**src/rtl/ycbcr_skin_bbox.sv**
```systemverilog
// ycbcr_skin_bbox
//   Classifies each active YCbCr pixel as skin / non-skin using inclusive
//   Cb/Cr window thresholds. Emits a binary mask stream that lags the input
//   timing by one cycle. Tracks the bounding box of skin pixels in each frame
//   and publishes it at every v_sync_in rising edge.
//
//   Optional feature macro: BBOX_OVERLAY_EN. When it is defined, active pixels
//   that lie on the border of the currently published box are painted red
//   (24'hFF0000) in place of the mask value.
//
// Ports
//   clk, rst                        pixel clock, synchronous active-high reset
//   de_in, h_sync_in, v_sync_in     input timing (active high)
//   pixel_in[23:0]                  {Y, Cb, Cr}; Y is ignored
//   de_out, h_sync_out, v_sync_out  timing delayed by one cycle
//   pixel_out[23:0]                 FFFFFF = skin, 000000 = non-skin
//   x_min, x_max, y_min, y_max      box of the previous frame
//   bbox_valid                      previous frame contained >= 1 skin pixel
//   frame_done                      one-cycle pulse when the box outputs update
module ycbcr_skin_bbox #(
    parameter logic [7:0] CB_MIN = 8'd77,
    parameter logic [7:0] CB_MAX = 8'd127,
    parameter logic [7:0] CR_MIN = 8'd133,
    parameter logic [7:0] CR_MAX = 8'd173,
    parameter int         CW     = 11
) (
    input  logic          clk,
    input  logic          rst,
    input  logic          de_in,
    input  logic          h_sync_in,
    input  logic          v_sync_in,
    input  logic [23:0]   pixel_in,
    output logic          de_out,
    output logic          h_sync_out,
    output logic          v_sync_out,
    output logic [23:0]   pixel_out,
    output logic [CW-1:0] x_min,
    output logic [CW-1:0] x_max,
    output logic [CW-1:0] y_min,
    output logic [CW-1:0] y_max,
    output logic          bbox_valid,
    output logic          frame_done
);

    localparam logic [CW-1:0] CMAX = '1;

    logic [7:0]    cb, cr;
    logic [7:0]    unused_y;
    logic          hit, de_fall, vs_rise;
    logic [CW-1:0] x_cnt, y_cnt;
    logic [CW-1:0] wx_min, wx_max, wy_min, wy_max;
    logic          any_hit;
    logic [CW-1:0] nx_min, nx_max, ny_min, ny_max;
    logic          n_any;
    logic [23:0]   pix_next;

    assign unused_y = pixel_in[23:16];
    assign cb       = pixel_in[15:8];
    assign cr       = pixel_in[7:0];

    assign hit = de_in && (cb >= CB_MIN) && (cb <= CB_MAX)
                       && (cr >= CR_MIN) && (cr <= CR_MAX);

    // The delayed timing outputs double as the edge-detection history:
    // they hold exactly the previous cycle's de_in / v_sync_in and reset to 0.
    assign de_fall = de_out && !de_in;
    assign vs_rise = v_sync_in && !v_sync_out;

    // Working box merged with this cycle's hit. Used both for the running
    // update and for publishing, so a hit on the boundary cycle is included.
    always_comb begin
        nx_min = wx_min;
        nx_max = wx_max;
        ny_min = wy_min;
        ny_max = wy_max;
        n_any  = any_hit;
        if (hit) begin
            if (x_cnt < wx_min) nx_min = x_cnt;
            if (x_cnt > wx_max) nx_max = x_cnt;
            if (y_cnt < wy_min) ny_min = y_cnt;
            if (y_cnt > wy_max) ny_max = y_cnt;
            n_any = 1'b1;
        end
    end

`ifdef BBOX_OVERLAY_EN
    logic on_vert, on_horz;

    // Border test against the box currently on the outputs (previous frame).
    assign on_vert = ((x_cnt == x_min) || (x_cnt == x_max))
                     && (y_cnt >= y_min) && (y_cnt <= y_max);
    assign on_horz = ((y_cnt == y_min) || (y_cnt == y_max))
                     && (x_cnt >= x_min) && (x_cnt <= x_max);

    always_comb begin
        pix_next = hit ? 24'hFFFFFF : 24'h000000;
        if (de_in && bbox_valid && (on_vert || on_horz))
            pix_next = 24'hFF0000;
    end
`else
    assign pix_next = hit ? 24'hFFFFFF : 24'h000000;
`endif

    always_ff @(posedge clk) begin
        if (rst) begin
            de_out     <= 1'b0;
            h_sync_out <= 1'b0;
            v_sync_out <= 1'b0;
            pixel_out  <= 24'h000000;
            x_cnt      <= '0;
            y_cnt      <= '0;
            wx_min     <= CMAX;
            wy_min     <= CMAX;
            wx_max     <= '0;
            wy_max     <= '0;
            any_hit    <= 1'b0;
            x_min      <= '0;
            x_max      <= '0;
            y_min      <= '0;
            y_max      <= '0;
            bbox_valid <= 1'b0;
            frame_done <= 1'b0;
        end else begin
            de_out     <= de_in;
            h_sync_out <= h_sync_in;
            v_sync_out <= v_sync_in;
            pixel_out  <= pix_next;
            frame_done <= vs_rise;

            // x holds the coordinate of the current active pixel.
            if (de_in) begin
                if (x_cnt != CMAX) x_cnt <= x_cnt + 1'b1;
            end else if (de_fall) begin
                x_cnt <= '0;
            end

            // Frame start wins over a coincident line end.
            if (vs_rise)
                y_cnt <= '0;
            else if (de_fall && (y_cnt != CMAX))
                y_cnt <= y_cnt + 1'b1;

            if (vs_rise) begin
                x_min      <= nx_min;
                x_max      <= nx_max;
                y_min      <= ny_min;
                y_max      <= ny_max;
                bbox_valid <= n_any;
                wx_min     <= CMAX;
                wy_min     <= CMAX;
                wx_max     <= '0;
                wy_max     <= '0;
                any_hit    <= 1'b0;
            end else begin
                wx_min  <= nx_min;
                wx_max  <= nx_max;
                wy_min  <= ny_min;
                wy_max  <= ny_max;
                any_hit <= n_any;
            end
        end
    end

endmodule

```
**config.mk**
```make
export PLATFORM = sky130hd
export DESIGN_NAME = ycbcr_skin_bbox
export DESIGN_NICKNAME = d
export VERILOG_FILES = /design/src/rtl/ycbcr_skin_bbox.sv
export SDC_FILE = /design/constraint.sdc
export NUM_CORES = 1
export LEC_CHECK = 0
export ABC_CLOCK_PERIOD_IN_PS = 2100
export BUFFER_PORTS_ARGS = -buffer_cell sky130_fd_sc_hd__buf_2
export CAP_MARGIN = 20
export CORE_ASPECT_RATIO = 0.6
export CORE_MARGIN = 2
export CORE_UTILIZATION = 37
export CTS_CLUSTER_SIZE = 8
export DETAILED_ROUTE_END_ITERATION = 7
export HOLD_SLACK_MARGIN = 0.15
export PLACE_DENSITY = 0.55
export SYNTH_ARGS = -nofsm -noshare
export SYNTH_HDL_FRONTEND = slang
export SYNTH_SLANG_ARGS = --single-unit
```
**constraint.sdc**
```tcl
create_clock -name clk -period 2.1 [get_ports clk]
set_input_delay 0.105 -clock clk [delete_from_list [all_inputs] [get_ports clk]]
set_output_delay 0.105 -clock clk [all_outputs]
set_load 0.01 [all_outputs]
```
==> qor.yml <==
cts:
  root_buffer: "clkbuf_16"
  clk_pin_slew_ns: 0.05
  cts_tree: "done"
  cts_sinks: 117
  clock_path_buffers: 2
  cts-buffers-inserted: 17
  cts_max_level: 4
  clock_latency_ns: 0.42
final_layout:
  finalInstanceArea_mm2: 0.00941
  syn2layout_area_growth_pct: 43.5
  insertedDiodeCount: 0
  fin_cells: 1246
  drive_gt1_share_pct: 36.2
  multiInputGateArea_mm2: 0.00411
  fillers: 1581
  nNetsFinal: 1073
  final_util_pct: 54.5
  seq_area_mm2: 0.00237
hold_path:
  hold_path.class: "input pin to register"
  whs_path_depth: 6
  min_from: "pixel_in[14]"
  min_to: "any_hit"
sta:
  finalHoldViolCount: 0
  tightest_slew_ns: 0.641
  finalSetupViolations: 20
  relSlewSlack_pct: 57.2
  rsz0062_at_grt: "yes"
  finalCritPeriodShare_pct: 105
  worst_slack_ns: -0.102
  finalMaxSlewViolations: 0
  fin_worst_skew_ns: 0.00846
  clock.fmax_mhz: 454
  fin_setup_tns_ns: -0.753
  finalCriticalPeriod_ns: 2.20
synthesis:
  yosysTopAreaCell: "dfxtp_1"
  synthFlopType: "dfxtp_1"
  yosys-top-cells-count: "dfxtp_1 (117), nand2_1 (85), nand3_1 (69)"
  ys_top_cells_by_area: "dfxtp_1 (36%), ha_1 (8.4%), nand3_1 (5.3%), o211ai_1 (5.2%), nand2_1 (4.9%)"
  synthCells: 811
  async_flop_share_pct: 0
  synth-edff-count: 0
  avgSynthCellArea_um2: 8.09
  syn_nets: 884
  synth_warnings: 0
  synth_cell_types: 54
  yosysSeqAreaShare_pct: 35.7
  syn_area_mm2: 0.00656
  yosysMostFrequentCell: "dfxtp_1"
  yosys.area.top_type_share_pct: 35.7
  ys_seq_elements: 117
critical_path:
  path_class: "register to register"
  critical_path_required_ns: 2.43
  rrSetupSlack_ns: -0.10
  end_kind: "register"
  cp_slowest_cell: "a2111oi_4"
  cpMostUsedCell: "buf_4"
  crit_arrival_ns: 2.53
  crit_chain: "buf_6 > ha_4 > buf_4 > a211oi_2 > nor2_2 > a2111oi_4 > buf_4 > buf_4 > o21ai_0 > a21oi_1"
  crit_start: "y_cnt[8]"
  timing.rr.start: "y_cnt[8]"
  critPathMaxFanout: 6
  r2r_cells: 10
  slowest_delay_ns: 0.38
  timing.rr.end: "wy_max[8]"
  setup.worst_path.start_class: "register"
die:
  fp-row-count: 37
  design.die.area_mm2: 0.0188
  die_width_um: 176
  initial_core_util_pct: 38.0
  die_h_um: 107
  core_mm2: 0.0173
  io_pins: 102
global_routing:
  grt_pass1_vias: 6071
  grtUsageMet1_pct: 41.4
  top_usage_layer: "met1"
  use_met3_pct: 6.06
  grt_pass1_wl_um: 34900
  grt_max_degree: 46
  overflow: 0
  use_met2_pct: 27.6
  grt_use_total_pct: 24.2
  antenna_found_initial: 0
routing:
  drcViolationCount: 0
  first_pass_iters: 5
  vias: 7092
  drt_iter0_markers: 798
  wire_per_inst_um: 19.4
  ant_nets: 0
  viasPerCell: 5.69
  drt_wl_total_um: 24200
place:
  gp_congestion: 0.930
  dpl_cell_area_mm2: 0.00789
  place_hpwl_um: 16100
  port_buffers: 93
  dp_cells: 1176
power:
  ir_worst_vdd_mv: 0.530
  p_leak_nw: 4.09
  finalPower_mw: 6.11
  p_per_area_mw_per_mm2: 649
status:
  violations: "setup timing"
  status: "finished, violations left"
job:
  drv_cap: 0
## cell type report
type,count,share of cell area [%]
inverters,48,1.91
clock inverters,9,2.10
flip-flops and latches,117,25.1
well taps,234,3.11
repair buffers,251,19.0
clock buffers,22,5.04
multi-input cells,565,43.7
## layout by cell type, fill, tap and decap left out, types with 7 or more instances in the layout
| master | synthesis | routed |
|---|---|---|
| a21oi_1 | 46 | 40 |
| a32oi_1 | 22 | 22 |
| buf_2 | 2 | 93 |
| buf_4 | 24 | 130 |
| buf_6 | 1 | 15 |
| clkbuf_16 | 0 | 19 |
| dfxtp_1 | 117 | 99 |
| dfxtp_2 | 0 | 17 |
| ha_1 | 44 | 33 |
| ha_4 | 0 | 11 |
| inv_1 | 48 | 47 |
| mux2i_1 | 11 | 11 |
| nand2_1 | 85 | 84 |
| nand3_1 | 69 | 61 |
| nand3_2 | 0 | 7 |
| nand4_1 | 21 | 21 |
| nor2_1 | 42 | 39 |
| o211ai_1 | 45 | 45 |
| o21ai_0 | 38 | 31 |
| o31ai_1 | 12 | 7 |
| or3_1 | 29 | 27 |
| or4_1 | 23 | 16 |
| or4_4 | 0 | 7 |
## state kept, by name (all words and copies together), names as in the netlist, 11 cells and up
signal / count
wx_max: 11
wx_min: 11
y_max: 11
wy_min: 11
x_max: 11
y_cnt: 11
wy_max: 11
y_min: 11
x_min: 11
x_cnt: 11
## cells by family after synthesis
kind of cell	count (synthesis)	synth area share, %
and+or+nand+nor	303	23.7
AOI/OAI and AO/OA	198	20.5
buffers and inverters	131	9.02
DFF	117	35.7
adders and majority gates	44	8.39
muxes	11	1.68
xor gates and xnor gates	7	0.935
## through the flow
stage	hold slack (ns)	setup slack, ns
floorplan	0.233	0.00368
global placement	0.318	-0.319
detailed placement	0.320	-0.209
CTS	0.387	-0.0623
global route	0.368	-0.127
finish	0.324	-0.102
## routing by layer
metal / vias up / wire (µm)
met5: - / 0
met4: 0 / 302
met3: 29 / 2950
met2: 374 / 8620
met1: 3337 / 12300
li1: 3352 / -
## what timing repair did
item | CTS | global route
gates resized for setup | 24 | 106
setup buffers | 1 | 19
hold buffers | 6 | 0
endpoints found under the setup margin | 53 | 85
gates cloned | 2 | 10
endpoints found under the hold margin | 5 | 0
pin swaps | 5 | 50
## power breakdown
| part | internal (mW) | total (mW) | switching (mW) |
|---|---|---|---|
| Sequential | 2.27 | 2.30 | 0.0330 |
| Clock | 2.31 | 3.38 | 1.07 |
| Combinational | 0.169 | 0.425 | 0.256 |
| Total | 4.75 | 6.11 | 1.36 |
## critical path: cells and delay by family, from the launching register on
family | cells | cell delay (ns)
simple gates | 1 | 0.09
compound gates | 4 | 0.86
fa+ha+maj | 1 | 0.20
buf+inv | 4 | 0.62
flops | 1 | 0.33
## worst max-delay path by stage
| stage | slack (ns) | end |
|---|---|---|
| 3_3_place_gp | -0.32 | wy_min[2] |
| 5_1_grt | -0.13 | wy_max[8] |
| 4_1_cts | -0.06 | wx_min[0] |
| 6_report | -0.10 | wy_max[8] |
| 2_1_floorplan | 0.004 | y_max[0] |
| 3_5_place_dp | -0.21 | y_max[2] |
No activity file was read; power rests on OpenSTA's default activity.
